==> src/rtl/alu_pkg.sv <==
// Shared types and decode helpers for the multi-cycle accumulator ALU.
// ALU_MUL_EN enables the iterative shift-add multiplier (R-type opcode 13).
package alu_pkg;

   typedef enum logic [3:0] {
      RAdd  = 4'd0,
      RLoad = 4'd1,
      RMvto = 4'd3,
      ROr   = 4'd4,
      RXor  = 4'd5,
      RXorr = 4'd6,
      RAnd  = 4'd7,
      RStr  = 4'd8,
      RSlt  = 4'd9,
      RSeq  = 4'd10,
      RBtru = 4'd11,
      RSub  = 4'd12,
      RMul  = 4'd13,
      RLslv = 4'd14,
      RLsrv = 4'd15
   } r_op_t;

   typedef enum logic [2:0] {
      IAddi = 3'd1,
      ISubi = 3'd2,
      IB    = 3'd3,
      ILsli = 3'd4,
      ILsri = 3'd5
   } i_op_t;

   typedef enum logic {
      IDLE = 1'b0,
      EXEC = 1'b1
   } state_t;

   typedef enum logic [1:0] {
      McShl,
      McShr,
      McMul
   } mc_kind_t;

   function automatic logic is_multicycle(input logic       r_type,
                                          input logic [3:0] r_op,
                                          input logic [2:0] i_op);
      if (r_type) begin
`ifdef ALU_MUL_EN
         if (r_op == RMul) return 1'b1;
`endif
         return (r_op == RLslv) || (r_op == RLsrv);
      end
      return (i_op == ILsli) || (i_op == ILsri);
   endfunction

endpackage

==> src/rtl/alu_single_cycle.sv <==
// Combinational evaluation of every single-cycle ALU operation.
// ALU_MUL_EN: when undefined, opcode 13 decodes as illegal here.
module alu_single_cycle
   import alu_pkg::*;
#(
   parameter int unsigned WIDTH = 8
) (
   input  logic             r_type,
   input  logic [3:0]       r_op,
   input  logic [2:0]       i_op,
   input  logic [WIDTH-1:0] acc,
   input  logic [WIDTH-1:0] opnd,
   input  logic [WIDTH-1:0] imm,
   output logic [WIDTH-1:0] result,
   output logic             branch,
   output logic             illegal,
   output logic             wr_out
);

   always_comb begin
      result  = acc;
      branch  = 1'b0;
      illegal = 1'b0;
      wr_out  = 1'b1;
      if (r_type) begin
         case (r_op)
            RAdd:               result = acc + opnd;
            RLoad, RMvto, RStr: result = opnd;
            ROr:                result = acc | opnd;
            RXor:               result = acc ^ opnd;
            RAnd:               result = acc & opnd;
            RXorr:              result = WIDTH'(^opnd);
            RSlt:               result = WIDTH'(acc < opnd);
            RSeq:               result = WIDTH'(acc == opnd);
            RSub:               result = acc - opnd;
            RBtru: begin
               branch = (acc == WIDTH'(1));
               wr_out = 1'b0;
            end
            RMul: begin
`ifdef ALU_MUL_EN
               wr_out  = 1'b0;
`else
               illegal = 1'b1;
               wr_out  = 1'b0;
`endif
            end
            // Only reached with a zero shift amount: result is the unshifted accumulator.
            RLslv, RLsrv:       result = acc;
            default: begin
               illegal = 1'b1;
               wr_out  = 1'b0;
            end
         endcase
      end else begin
         case (i_op)
            IAddi:        result = acc + imm;
            ISubi:        result = acc - imm;
            IB: begin
               branch = 1'b1;
               wr_out = 1'b0;
            end
            ILsli, ILsri: result = acc;
            default: begin
               illegal = 1'b1;
               wr_out  = 1'b0;
            end
         endcase
      end
   end

endmodule

==> src/rtl/alu_multicycle.sv <==
// Registered accumulator ALU with Start/Busy/Done handshake and iterative shifts/multiply.
// ALU_MUL_EN: include the shift-add multiplier datapath for R-type opcode 13.
module alu_multicycle
   import alu_pkg::*;
#(
   parameter int unsigned WIDTH     = 8,
   parameter int unsigned IMM_WIDTH = 5
) (
   input  logic                 Clk,
   input  logic                 ResetN,
   input  logic                 Start,
   input  logic                 Type,
   input  logic [3:0]           RTypeOP,
   input  logic [2:0]           ITypeOP,
   input  logic [WIDTH-1:0]     AccumulatorIn,
   input  logic [WIDTH-1:0]     OperandIn,
   input  logic [IMM_WIDTH-1:0] ImmediateIn,
   output logic [WIDTH-1:0]     Out,
   output logic                 ConditionalBranch,
   output logic                 Busy,
   output logic                 Done,
   output logic                 IllegalOp
);

   localparam int unsigned CNT_WIDTH = $clog2(WIDTH + 1);

   state_t               state_q, state_d;
   logic [CNT_WIDTH-1:0] cnt_q, cnt_d;
   mc_kind_t             kind_q, kind_d;
   logic [WIDTH-1:0]     sh_q, sh_d, sh_step;
   logic [WIDTH-1:0]     out_q, out_d;
   logic                 br_q, br_d;
   logic                 done_q, done_d;
   logic                 ill_q, ill_d;
`ifdef ALU_MUL_EN
   logic [WIDTH-1:0]     mpl_q, mpl_d;
   logic [WIDTH-1:0]     prod_q, prod_d, prod_step;
`endif

   logic [WIDTH-1:0]     imm_ext, amt;
   logic [CNT_WIDTH-1:0] k;
   mc_kind_t             mc_kind;
   logic                 mc_start;
   logic [WIDTH-1:0]     sc_result;
   logic                 sc_branch, sc_illegal, sc_wr;

   assign imm_ext = WIDTH'(ImmediateIn);

   alu_single_cycle #(
      .WIDTH (WIDTH)
   ) u_single (
      .r_type  (Type),
      .r_op    (RTypeOP),
      .i_op    (ITypeOP),
      .acc     (AccumulatorIn),
      .opnd    (OperandIn),
      .imm     (imm_ext),
      .result  (sc_result),
      .branch  (sc_branch),
      .illegal (sc_illegal),
      .wr_out  (sc_wr)
   );

   // Iteration count: clamped shift amount, or WIDTH for multiply.
   always_comb begin
      mc_kind = McShl;
      if (Type) begin
         if (RTypeOP == RLsrv) mc_kind = McShr;
`ifdef ALU_MUL_EN
         if (RTypeOP == RMul) mc_kind = McMul;
`endif
      end else if (ITypeOP == ILsri) begin
         mc_kind = McShr;
      end
      amt = Type ? OperandIn : imm_ext;
      if (mc_kind == McMul || amt > WIDTH'(WIDTH)) k = CNT_WIDTH'(WIDTH);
      else                                         k = amt[CNT_WIDTH-1:0];
      mc_start = is_multicycle(Type, RTypeOP, ITypeOP) && (k != '0);
   end

   assign sh_step = (kind_q == McShr) ? (sh_q >> 1) : (sh_q << 1);
`ifdef ALU_MUL_EN
   // sh_q doubles as the left-shifting multiplicand.
   assign prod_step = prod_q + (mpl_q[0] ? sh_q : '0);
`endif

   always_ff @(posedge Clk) begin
      if (!ResetN) begin
         state_q <= IDLE;
         cnt_q   <= '0;
         kind_q  <= McShl;
         sh_q    <= '0;
         out_q   <= '0;
         br_q    <= 1'b0;
         done_q  <= 1'b0;
         ill_q   <= 1'b0;
`ifdef ALU_MUL_EN
         mpl_q   <= '0;
         prod_q  <= '0;
`endif
      end else begin
         state_q <= state_d;
         cnt_q   <= cnt_d;
         kind_q  <= kind_d;
         sh_q    <= sh_d;
         out_q   <= out_d;
         br_q    <= br_d;
         done_q  <= done_d;
         ill_q   <= ill_d;
`ifdef ALU_MUL_EN
         mpl_q   <= mpl_d;
         prod_q  <= prod_d;
`endif
      end
   end

   always_comb begin
      state_d = state_q;
      cnt_d   = cnt_q;
      kind_d  = kind_q;
      sh_d    = sh_q;
      out_d   = out_q;
      br_d    = br_q;
      done_d  = 1'b0;
      ill_d   = 1'b0;
`ifdef ALU_MUL_EN
      mpl_d   = mpl_q;
      prod_d  = prod_q;
`endif
      case (state_q)
         IDLE: begin
            if (Start) begin
               if (mc_start) begin
                  state_d = EXEC;
                  cnt_d   = k;
                  kind_d  = mc_kind;
                  sh_d    = AccumulatorIn;
`ifdef ALU_MUL_EN
                  mpl_d   = OperandIn;
                  prod_d  = '0;
`endif
               end else begin
                  done_d = 1'b1;
                  ill_d  = sc_illegal;
                  br_d   = sc_branch;
                  if (sc_wr) out_d = sc_result;
               end
            end
         end
         EXEC: begin
            cnt_d = cnt_q - CNT_WIDTH'(1);
            sh_d  = sh_step;
`ifdef ALU_MUL_EN
            mpl_d  = mpl_q >> 1;
            prod_d = prod_step;
`endif
            if (cnt_q == CNT_WIDTH'(1)) begin
               state_d = IDLE;
               done_d  = 1'b1;
               br_d    = 1'b0;
               out_d   = sh_step;
`ifdef ALU_MUL_EN
               if (kind_q == McMul) out_d = prod_step;
`endif
            end
         end
         default: state_d = IDLE;
      endcase
   end

   always_comb begin
      Out               = out_q;
      ConditionalBranch = br_q;
      Busy              = (state_q == EXEC);
      Done              = done_q;
      IllegalOp         = ill_q;
   end

endmodule
==> config.mk <==
export PLATFORM = sky130hd
export DESIGN_NAME = alu_multicycle
export DESIGN_NICKNAME = d
export VERILOG_FILES = /design/src/rtl/alu_pkg.sv /design/src/rtl/alu_single_cycle.sv /design/src/rtl/alu_multicycle.sv
export SDC_FILE = /design/constraint.sdc
export NUM_CORES = 1
export LEC_CHECK = 0
export CORE_MARGIN = 5
export CORE_UTILIZATION = 55
export DETAILED_ROUTE_END_ITERATION = 6
export MAX_ROUTING_LAYER = met4
export PLACE_DENSITY_LB_ADDON = 0.08
export SLEW_MARGIN = 15
export SYNTH_ARGS = -nofsm -noshare
export SYNTH_HDL_FRONTEND = slang
export SYNTH_HIERARCHICAL = 1
export SYNTH_SLANG_ARGS = --single-unit
==> constraint.sdc <==
create_clock -name Clk -period 6.6 [get_ports Clk]
set_clock_uncertainty 0.2 [all_clocks]
set_input_delay 1.32 -clock Clk [delete_from_list [all_inputs] [get_ports Clk]]
set_output_delay 1.32 -clock Clk [all_outputs]
set_load 0.02 [all_outputs]
Yosys cells after proc, flatten, opt, wreduce, memory -nomap -nowiden
Cells that the tools add are included.
{"block": "op_classes", "n_addsub": 5, "multipliers": 0, "div": 0, "magnitude_cmp": 2, "eq_ne": 28, "shifts": 0, "mux": 44, "bitwise": 6, "reduce_logical": 17}
{"op": "8-bit two-way mux", "count": 9}
{"op": "8-bit case mux with 9 select lines", "count": 1}
{"op": "8-bit case mux with 2 select lines", "count": 3}
{"op": "4-bit equality test, second input constant", "count": 7}
{"op": "1-bit two-way mux", "count": 23}
{"op": "4-bit by 3-bit equality test with 1-bit output, second input constant", "count": 4}
{"op": "14-bit OR reduction", "count": 1}
{"op": "13-bit OR reduction", "count": 1}
{"op": "4-bit two-way mux", "count": 3}
{"op": "8-bit by 5-bit adder with 8-bit output", "count": 1}
{"op": "8-bit adder", "count": 1}
{"op": "8-bit bitwise AND", "count": 1}
{"op": "4-bit by 1-bit equality test with 1-bit output, second input constant", "count": 2}
{"op": "8-bit by 1-bit equality test with 1-bit output, second input constant", "count": 1}
{"op": "8-bit equality test", "count": 1}
{"op": "8-bit by 4-bit greater-than comparator with 1-bit output, second input constant", "count": 1}
{"op": "8-bit < comparator", "count": 1}
{"op": "2-bit != test, second input constant", "count": 4}
{"op": "8-bit OR", "count": 1}
{"op": "4-bit case mux with 2 select lines", "count": 1}
{"op": "4-bit OR reduction", "count": 2}
{"op": "8-bit XOR reduction", "count": 1}
{"op": "8-bit by 5-bit subtractor with 8-bit output", "count": 1}
{"op": "8-bit subtractor", "count": 1}
{"op": "21 further kinds", "count": 30}
{"block": "word_totals", "register_bits": 26, "latchBits": 0, "ram_bits": 0, "romBits": 0, "in_bits": 32, "out_inout_bits": 12, "elab_cells": 110, "mem_count": 0}

Depth between registers and ports, before layout
Gate-level depths: netlist of the first run.
{"block": "logic_depth", "word_depth": 11, "depth_mapped": 13, "mapped_depth_nobuf": 13}

Modules after synthesis
Netlist of the first run, hierarchy kept.
{"mod": "alu_single_cycle", "n_inst": 1, "cells_per_inst": 296, "area_per_inst_um2": 2144.6, "seq_area_each_um2": 0.0}
{"mod": "alu_multicycle", "n_inst": 1, "cells_per_inst": 171, "area_per_inst_um2": 1437.6, "seq_area_each_um2": 500.5}

Worst setup path before layout of the first run
OpenSTA, ideal clock, no wires.
{"block": "synth_timing", "path_type": "input port to flip-flop", "startpoint": "input ITypeOP[0]", "endpoint": "register out_q[7], in the netlist Out[7]", "setup_ns": 0.130, "arrival_time_ns": 3.372, "required_time_ns": 6.270, "path_slack_ns": 2.898, "stages": 11, "path_buffers": 0, "cell_sequence": "nor3b_4 mux2i_1 ha_1 nor2b_1 o31ai_1 a2bb2oi_1 xnor2_1 a221oi_1 a311oi_1 o211ai_1 mux2i_1"}
{"block": "synth_between", "elab_cells_between_ends": 25, "cone_classes": "eq/ne: 7; mux: 12; reduce/logical: 6"}
{"element": "start: declaration", "line": "alu_multicycle.sv:14", "rtl": "input logic [2:0] ITypeOP,"}
{"element": "3-bit by 2-bit equality test with 1-bit output / 3-bit by 1-bit equality test with 1-bit output (equally long branches)", "line": "alu_single_cycle.sv:56", "rtl": "case (i_op)"}
{"element": "8-bit case mux with 2 select lines *", "line": "alu_single_cycle.sv:56"}
{"element": "8-bit two-way mux *", "line": "alu_single_cycle.sv:25", "rtl": "if (r_type) begin"}
{"element": "net sc_result[7]", "line": "alu_multicycle.sv:44", "rtl": "logic [WIDTH-1:0] sc_result;"}
{"element": "8-bit two-way mux *", "line": "alu_multicycle.sv:146", "rtl": "if (sc_wr) out_d = sc_result;"}
{"element": "8-bit two-way mux *", "line": "alu_multicycle.sv:133", "rtl": "if (mc_start) begin"}
{"element": "8-bit two-way mux *", "line": "alu_multicycle.sv:132", "rtl": "if (Start) begin"}
{"element": "8-bit case mux with 2 select lines *", "line": "alu_multicycle.sv:130", "rtl": "case (state_q)"}
{"element": "end signal: assignment", "line": "alu_multicycle.sv:106", "rtl": "out_q <= out_d;"}
{"element": "end: declaration", "line": "alu_multicycle.sv:31", "rtl": "logic [WIDTH-1:0] out_q, out_d;"}
Mark *: on every way through the listed nets, which the timed path passes. The rest lies on a longest branch. The select of a mux whose other input is x is not followed.
A chain may end at the register's enable or synchronous reset.

Final worst setup path of the first run
{"block": "layout_timing", "startpoint": "input ITypeOP[2]", "endpoint": "register out_q[7], in the netlist Out[7]"}
Same word-level chain as after synthesis.

==> flow_metrics.env, run 1 <==
export IMPL_routed_via_density=6.52
export IMPL_drt_total_wl_microns=10900
export IMPL_cp_cell_sequence="clkdlybuf4s50_1, nor3b_4, mux2i_1, ha_1, nor2b_1, o31ai_1, a2bb2oi_1, xnor2_1, a221oi_1, a311oi_1, o211ai_1, mux2i_1"
export IMPL_drtAntennaViolNets=0
export IMPL_ys_async_sr_fraction_pct=0
export IMPL_cts_repair_resized=0
export IMPL_n_antenna_cell=0
export IMPL_dieArea_sq_um=8230
export IMPL_post_drt_wl_per_cell_microns=19.1
export IMPL_core_sq_um=6350
export IMPL_place_inst=569
export IMPL_firstDrtPassIters=5
export IMPL_max_cap_violations=0
export IMPL_synth_ff_type="dfxtp_1"
export IMPL_fp_dieW_microns=90.7
export IMPL_drt_drc_violations_left=0
export IMPL_worstPathArrival_ps=4510
export IMPL_whs_path_depth=2
export IMPL_cts_max_level=1
export IMPL_final_max_slew_violation_count=0
export IMPL_root_buffer="clkbuf_8"
export IMPL_combPwrFrac_pct=52.6
export IMPL_finalNetCount=568
export IMPL_irDropWorstVdd_uv=136
export IMPL_hold_class="flop to flop"
export IMPL_finalCritPeriodShare_pct=68.4
export IMPL_slowest_stage="clkdlybuf4s50_1"
export IMPL_worstMarginPinSlew_ps=1050
export IMPL_cp_start_kind="input port"
export IMPL_cpMostUsedCell="mux2i_1"
export IMPL_endpoint="Out[7]$_SDFFE_PN0P_"
export IMPL_reg2reg_depth=5
export IMPL_finalSetupTns_ps=0
export IMPL_clk_path_buf_depth=2
export IMPL_ff2ff_setup_slack_ps=4820
export IMPL_critical_path_class="input port to flop"
export IMPL_layout_min_cycle_time_ps=4520
export IMPL_port_buffers=43
export IMPL_synth_area_per_cell_sq_um=7.67
export IMPL_post_dp_hpwl_microns=8310
export IMPL_clkSlewWorstSetupHoldPaths_ps=80
export IMPL_r2r_end="cnt_q[3]$_SDFFE_PN0P_"
export IMPL_fmax_ghz=0.221
export IMPL_gp_congestion=0.981
export IMPL_slew_headroom_pct=29.5
export IMPL_cp_end_kind="flop"
export IMPL_p_clk_share_pct=16.4
export IMPL_grt_setup_unrepaired="no"
export IMPL_p_seq_share_pct=31.1
export IMPL_required_ps=6590
export IMPL_stdcell_area_sq_um=4070
export IMPL_vias=3737
export IMPL_initial_core_util_pct=56.4
export IMPL_met2_usage_pct=41.5
export IMPL_drive_above_1_share_pct=4.44
export IMPL_synth_warnings=6
export IMPL_leakage_nw=1.61
export IMPL_grt_use_total_pct=26.1
export IMPL_grt_pass1_wl_microns=17500
export IMPL_cts_sink_count=25
export IMPL_insertion_delay_ps=270
export IMPL_gr_max_usage_layer="met2"
export IMPL_grt_pass1_vias=3572
export IMPL_startpoint="ITypeOP[2]"
export IMPL_drt_iter0_markers=376
export IMPL_power_density_nw_per_um2=135
export IMPL_post_route_util_pct=64.1
export IMPL_final_cell_count_no_fill=573
export IMPL_grt_overflow=0
export IMPL_synth_top_area_share_pct=14.0
export IMPL_critPathMaxStageDelay_ps=560
export IMPL_postPlaceCellArea_sq_um=4020
export IMPL_synth_cell_type_count=80
export IMPL_n_fill_cell=585
export IMPL_netlist_area_sq_um=3580
export IMPL_p_total_w=0.000548
export IMPL_antenna_found_initial=0
export IMPL_syn_to_final_growth_pct=13.6
export IMPL_setup_viol=0
export IMPL_outcome="finished, final reports clean"
export IMPL_synth_edff_count=0
export IMPL_num_rows=29
export IMPL_netlist_instances=467
export IMPL_synthTopCellsByArea="dfxtp_1 14%, ha_1 13%, mux2i_1 7.0%"
export IMPL_swShare_pct=40.1
export IMPL_ys_ff_latch=25
export IMPL_cts_hold_buffers_added=0
export IMPL_final_common_cell="nand2_1"
export IMPL_cts_tree="built"
export IMPL_final_cell_mix="46 x nand2_1, 43 x clkdlybuf4s50_1, 36 x ha_1"
export IMPL_intPower_w=0.000328
export IMPL_use_met3_pct=3.25
export IMPL_cts_made_buffers=3
export IMPL_grt_use_met1_pct=33.5
export IMPL_chipHeight_microns=90.7
export IMPL_post_cts_buffers=0
export IMPL_grt_max_degree=40
export IMPL_post_synth_top_area_cell="dfxtp_1"
export IMPL_hold_viol_final=0
export IMPL_ios=44
export IMPL_r2r_start="Busy$_SDFF_PN0_"
export IMPL_crit_fanout=8
export IMPL_ys_seq_area_share_pct=14.0
export IMPL_p_sw_w=0.000220
==> cells in the mapped netlist, drive strengths merged (5+ instances only) <==
master / n
a211oi: 5
nor2: 24
buf: 13
a31oi: 5
nand2: 47
clkbuf: 12
mux2i: 25
inv: 34
ha: 36
nand3: 7
a21o: 6
nand2b: 8
o21ai: 27
a21boi: 13
dfxtp: 25
nor4b: 5
xnor2: 18
a21oi: 32
nor3: 19
nor4: 9
nor2b: 7
==> registers in the layout, indices dropped and copies added (netlist names) <==
name / cells
kind_q: 1
ConditionalBranch: 1
IllegalOp: 1
cnt_q: 4
Done: 1
sh_q: 8
Out: 8
Busy: 1
==> power groups by stage <==
stage / Sequential, W / Clock [W] / Combinational (W)
2_1_floorplan: 0.000179 / 0 / 0.000183
3_3_place_gp: 0.000173 / 0 / 0.000277
3_5_place_dp: 0.000174 / 0 / 0.000282
4_1_cts: 0.000170 / 0.0000913 / 0.000283
5_1_grt: 0.000172 / 0.0000974 / 0.000313
6_report: 0.000170 / 0.0000897 / 0.000288
==> worst max-delay path: cells and delay by family <==
family / cells / cell delay [ps]
compound gates: 5 / 1050
xor+xnor: 1 / 210
fa+ha+maj: 1 / 290
buf+inv: 1 / 560
mux: 2 / 550
simple gates: 2 / 520
==> cell type report <==
class	instances	area, sq um	area share (%)
clock buffer	4	45.0	1.11
timing repair buffer	46	453	11.1
inverter	34	128	3.14
tap	77	96.3	2.37
multi-input combinational	387	2850	69.9
sequential	25	500	12.3
==> kinds of logic after synthesis <==
logic type	Yosys count	synth area share [%]
XOR/XNOR	22	5.38
adder cells (fa/ha/maj)	40	14.6
multiplexers	28	7.93
flip-flops	25	14.0
other	1	0.105
AND/OR/NAND/NOR	145	21.4
buffers and inverters	59	7.02
AO/OA/AOI/OAI	147	29.7
==> routing by layer <==
metal  wire [microns]  share of wire, %  up-vias
li1                 -                 -     1784
met1             4670                43     1754
met2             5020                46      167
met3              834               7.6       32
met4              388               3.6        0
met5                0                 0        -
==> worst min path at each step <==
stage                                      end  slack [ps]                  from
after detailed placement  sh_q[7]$_SDFFE_PN0P_         250  sh_q[7]$_SDFFE_PN0P_
after global placement    sh_q[7]$_SDFFE_PN0P_         240  sh_q[7]$_SDFFE_PN0P_
after floorplan           sh_q[0]$_SDFFE_PN0P_         230  sh_q[0]$_SDFFE_PN0P_
after global routing      sh_q[7]$_SDFFE_PN0P_         270  sh_q[7]$_SDFFE_PN0P_
final                     sh_q[7]$_SDFFE_PN0P_         260  sh_q[7]$_SDFFE_PN0P_
after CTS                 sh_q[7]$_SDFFE_PN0P_         260  sh_q[7]$_SDFFE_PN0P_
==> through the flow <==
stage / worst slack [ps] / hold slack [ps]
floorplan: 2900 / 227
global placement: 1990 / 238
detailed placement: 1770 / 247
CTS: 2050 / 258
global route: 1830 / 270
finish: 2080 / 257
Power figures use the tool's default switching activity.
==> run 2, diff against run 1 <==
- clock period: 6.6 -> 4.6 ns (I/O delays scaled with it)
==> flow_metrics.env, run 2 (synthesis gave the netlist of run 1 again) <==
export IMPL_slowest_stage="clkdlybuf4s50_1"
export IMPL_p_clk_share_pct=16.0
export IMPL_initial_core_util_pct=56.4
export IMPL_r2r_start="Busy$_SDFF_PN0_"
export IMPL_critPathBufInv=1
export IMPL_num_rows=29
export IMPL_dieArea_sq_um=8230
export IMPL_hold_class="flop to flop"
export IMPL_critPathMaxStageDelay_ps=570
export IMPL_cts_made_buffers=3
export IMPL_combPwrFrac_pct=53.0
export IMPL_p_sw_w=0.000311
export IMPL_insertion_delay_ps=270
export IMPL_n_antenna_cell=0
export IMPL_firstDrtPassIters=6
export IMPL_cts_sink_count=25
export IMPL_grt_setup_unrepaired="no"
export IMPL_grt_overflow=0
export IMPL_post_drt_wl_per_cell_microns=18.2
export IMPL_min_from="sh_q[7]$_SDFFE_PN0P_"
export IMPL_clkSlewWorstSetupHoldPaths_ps=80
export IMPL_root_buffer="clkbuf_8"
export IMPL_drive_above_1_share_pct=6.32
export IMPL_leakage_nw=1.65
export IMPL_antenna_found_initial=0
export IMPL_crit_fanout=8
export IMPL_cp_cell_sequence="clkdlybuf4s50_1, nor3b_4, mux2i_1, ha_1, nor2b_1, o31ai_1, a2bb2oi_1, xnor2_1, a221oi_1, a311oi_1, o211ai_1, mux2i_1"
export IMPL_final_cell_mix="46 x nand2_1, 43 x clkdlybuf4s50_1, 36 x ha_1"
export IMPL_grt_max_degree=40
export IMPL_vias=3751
export IMPL_hold_viol_final=0
export IMPL_clk_path_buf_depth=2
export IMPL_ios=44
export IMPL_post_cts_buffers=0
export IMPL_required_ps=4600
export IMPL_crit_cells=12
export IMPL_power_density_nw_per_um2=190
export IMPL_max_cap_violations=0
export IMPL_p_seq_share_pct=31.0
export IMPL_cp_start_kind="input port"
export IMPL_cp_end_kind="flop"
export IMPL_drt_iter0_markers=275
export IMPL_cpMostUsedCell="mux2i_1"
export IMPL_setup_viol=0
export IMPL_grt_pass1_vias=3462
export IMPL_irDropWorstVdd_uv=201
export IMPL_finalSetupTns_ps=0
export IMPL_layout_min_cycle_time_ps=4020
export IMPL_drtAntennaViolNets=0
export IMPL_cts_max_level=1
export IMPL_outcome="finished, final reports clean"
export IMPL_final_max_slew_violation_count=0
export IMPL_worstMarginPinSlew_ps=909
export IMPL_port_buffers=43
export IMPL_worstPathArrival_ps=4020
export IMPL_cts_repair_resized=0
export IMPL_final_common_cell="nand2_1"
export IMPL_finalCritPeriodShare_pct=87.4
export IMPL_syn_to_final_growth_pct=15.6
export IMPL_startpoint="ITypeOP[2]"
export IMPL_grt_pass1_wl_microns=17200
export IMPL_chipHeight_microns=90.7
export IMPL_slew_headroom_pct=39.2
export IMPL_fmax_ghz=0.249
export IMPL_fp_dieW_microns=90.7
export IMPL_grt_use_total_pct=25.8
export IMPL_post_dp_hpwl_microns=8390
export IMPL_gp_congestion=0.985
export IMPL_whs_path_depth=2
export IMPL_routed_via_density=6.43
export IMPL_cts_tree="built"
export IMPL_core_sq_um=6350
export IMPL_crit_family="compound AO/OA/AOI/OAI gates"
export IMPL_drt_drc_violations_left=0
export IMPL_intPower_w=0.000477
export IMPL_drt_total_wl_microns=10600
export IMPL_cts_hold_buffers_added=0
export IMPL_finalNetCount=578
export IMPL_critical_path_class="input port to flop"
export IMPL_post_route_util_pct=65.2
export IMPL_p_total_w=0.000788
export IMPL_swShare_pct=39.5
export IMPL_reg2reg_depth=5
==> run 2: cell count changes in the layout (fill, tap and decap cells not counted) <==
cell and delta:
buf_4 +10
==> run 2: worst paths after layout <==
path                            to  slack (ps)
max            Out[7]$_SDFFE_PN0P_         580
min           sh_q[7]$_SDFFE_PN0P_         260
max reg2reg  cnt_q[3]$_SDFFE_PN0P_        2880
min reg2reg   sh_q[7]$_SDFFE_PN0P_         260
==> run 2: final cells by class <==
type                            count  area, sq um
Multi-Input combinational cell    387         2850
Fill cell                         601         2210
Timing Repair Buffer               56          528
Sequential cell                    25          500
Inverter                           34          128
Tap cell                           77         96.3
Clock buffer                        4         45.0
==> run 2: stage by stage <==
| stage | area (sq um) | setup slack, ps | cells | hold slack, ps |
|---|---|---|---|---|
| final | 4140 | 581 | 583 | 258 |
| after global routing | 4140 | 402 | 583 | 290 |
| after CTS | 4140 | 600 | 583 | 256 |
| after detailed placement | 4100 | 323 | 579 | 245 |
| after global placement | 4100 | 409 | 579 | 239 |
| after floorplan | 3600 | 1300 | 471 | 227 |
==> run 2: power groups by stage <==
stage / combinational, W / sequential [W] / clock (W)
after floorplan: 0.000262 / 0.000257 / 0
after global placement: 0.000402 / 0.000248 / 0
after detailed placement: 0.000411 / 0.000249 / 0
after CTS: 0.000412 / 0.000244 / 0.000130
after global routing: 0.000455 / 0.000247 / 0.000141
final: 0.000417 / 0.000244 / 0.000126
==> run 2: layer usage <==
metal	GRT usage [%]	up-vias	part of all wire, %
li1	-	1796	-
met2	40.1	163	45
met1	33.9	1756	43
met4	8.81	0	3.6
met5	-	-	0
met3	4.17	36	7.7
==> run 2: worst reg2reg max path, cell delays in order, from the launching register on <==
cell and delay, ps:
dfxtp_1 300, buf_4 240, nor2b_1 250, o21ai_0 170, o311ai_0 370, nor2_1 70
==> patch (flow settings as in run 2) <==
The parameter `IMM_WIDTH` goes from 5 to 7.
--- a/src/rtl/alu_multicycle.sv
+++ b/src/rtl/alu_multicycle.sv
@@ -6,3 +6,3 @@
    parameter int unsigned WIDTH     = 8,
-   parameter int unsigned IMM_WIDTH = 5
+   parameter int unsigned IMM_WIDTH = 7
 ) (
Interface: changed (resized ImmediateIn); port bits go from 44 to 46. The function was not compared with the original's and may differ.
==> patch against run 2 <==
Area after synthesis rose by 1.2%; power rose by 0.99%; final area rose by 1.9%; routed wire length rose by 0.68%; sequential cell count did not move; worst setup slack got worse by 0.11 ns; global-route usage rose by 0.091 points; critical path type unchanged.
==> patch: results (changes against run 2) <==
| Metric | Value |
|---|---|
| Status | `finished, final reports clean (unchanged)` |
| Detail Placement HPWL | `8380 um (was 8390 um)` |
| Unique cell type count in the Yosys netlist | `77 (was 80)` |
| Maximum fanout along the worst path | `7 (was 8)` |
| Area after DPL | `0.00417 mm2 (was 0.00410 mm2)` |
| YS warnings | `6 (unchanged)` |
| Gr usage total | `0.259 (was 0.258)` |
| Seq/Total Area, Yosys | `0.138 (was 0.140)` |
| DR WL/cell | `18.3 um (was 18.2 um)` |
| Drt initial violations | `442 (was 275)` |
| Drt via density | `6.30 (was 6.43)` |
| IO buf count | `45 (was 43)` |
| Arr. time, crit path | `4.12 ns (was 4.02 ns)` |
| Vias in the first global route | `3,506 (was 3,462)` |
| Highest cell delay on the worst timing path | `0.55 ns (was 0.57 ns)` |
| Wl on met1 | `4700 um (was 4590 um)` |
| Clock Pin Slew Worst Setup and Hold Paths | `0.09 ns` |
| Gpl congestion | `0.983 (was 0.985)` |
| Top cells by area, synth | `dfxtp_1 14%, ha_1 12%, mux2i_1 6.6%, nand2_1 4.5%, xnor2_1 4.3% (was dfxtp_1 14%, ha_1 13%, mux2i_1 7.0%, nand2_1 4.8%, xnor2_1 4.4%)` |
| Pin count of the biggest net entering global routing | `33 (was 40)` |
| Fillers | `596 (was 601)` |
| Fraction of layout cells with a size suffix above 1 | `0.0864 (was 0.0632)` |
| Syn avg cell area | `7.80 um2 (was 7.67 um2)` |
| Relative slew slack | `0.366 (was 0.392)` |
| Met3 routed WL | `909 um (was 816 um)` |
| First-pass GRT wire length | `17,500 um (was 17,200 um)` |
| VDD IR-drop max | `0.219 mV (was 0.201 mV)` |
| Final Non-Filler Cells | `586 (was 583)` |
| Multi-input gate area | `0.00283 mm2 (was 0.00285 mm2)` |
| Pre-CTS setup slack | `0.209 ns (was 0.323 ns)` |
| Dpl cells | `582 (was 579)` |
| R2r setup slk | `2.52 ns (was 2.88 ns)` |
| Leakage Power | `1.71 nW (was 1.65 nW)` |
| Routed wl met2 | `4820 um (was 4840 um)` |
| Synth cell count leaders | `43 x nand2_1, 41 x inv_1, 36 x ha_1 (was 46 x nand2_1, 36 x ha_1, 34 x inv_1)` |
| Reg2reg path depth | `7 (was 5)` |
| Minimum clock period | `4.13 ns (was 4.02 ns)` |
patch: cell types whose count changed after synthesis, sizes merged, moves of 3 or more:
cell           run 2  this run
a21oi             32        25
inv               34        41
or2                0         6
a21boi            13         8
nor3              19        16
nor4               9        12
patch: report_power, final:
part / switching (mW) / internal, mW / total [mW]
Sequential: 0.00982 / 0.231 / 0.241
Clock: 0.0702 / 0.0606 / 0.131
Combinational: 0.237 / 0.186 / 0.424
Total: 0.317 / 0.478 / 0.795
patch: cell families (layout without fill, tap and decap cells):
group                      Yosys count  in the layout  synth area share
xor gates and xnor gates            23             23            0.0556
buffers and inverters               65            109            0.0814
muxes                               28             28            0.0787
and+or+nand+nor                    146            146             0.224
other                                1              1           0.00103
adders and majority gates           40             40             0.144
DFF                                 25             25             0.138
AOI/OAI and AO/OA                  137            137             0.277
patch: worst min path at each step:
stage	from	to	slack, ns	depth (start not counted)
6_report	Out[1]	Out[1]	0.26	2
5_1_grt	Out[0]	Out[0]	0.29	2
4_1_cts	Out[1]	Out[1]	0.27	2
3_5_place_dp	Out[3]	Out[3]	0.25	2
3_3_place_gp	Out[3]	Out[3]	0.25	2
2_1_floorplan	sh_q[2]	sh_q[2]	0.24	2
patch: metal layers:
layer	up-vias	global-route usage
met4	0	0.0648
met1	1685	0.348
met3	32	0.0479
met5	-	-
met2	185	0.402
li1	1788	-
patch: critical path: cells and delay by family:
kind	cells	cell delay [ns]
AOI/OAI and AO/OA	6	1.28
buffers and inverters	1	0.55
adders and majority gates	1	0.29
muxes	1	0.36
xor gates and xnor gates	1	0.20
and+or+nand+nor	2	0.52
patch: area by class of cell:
class	count	share of cell area
multi-input combinational	375	0.671
clock inverter	1	0.00119
tap	77	0.0228
timing repair buffer	64	0.141
clock buffer	3	0.00978
sequential	25	0.119
inverter	41	0.0365
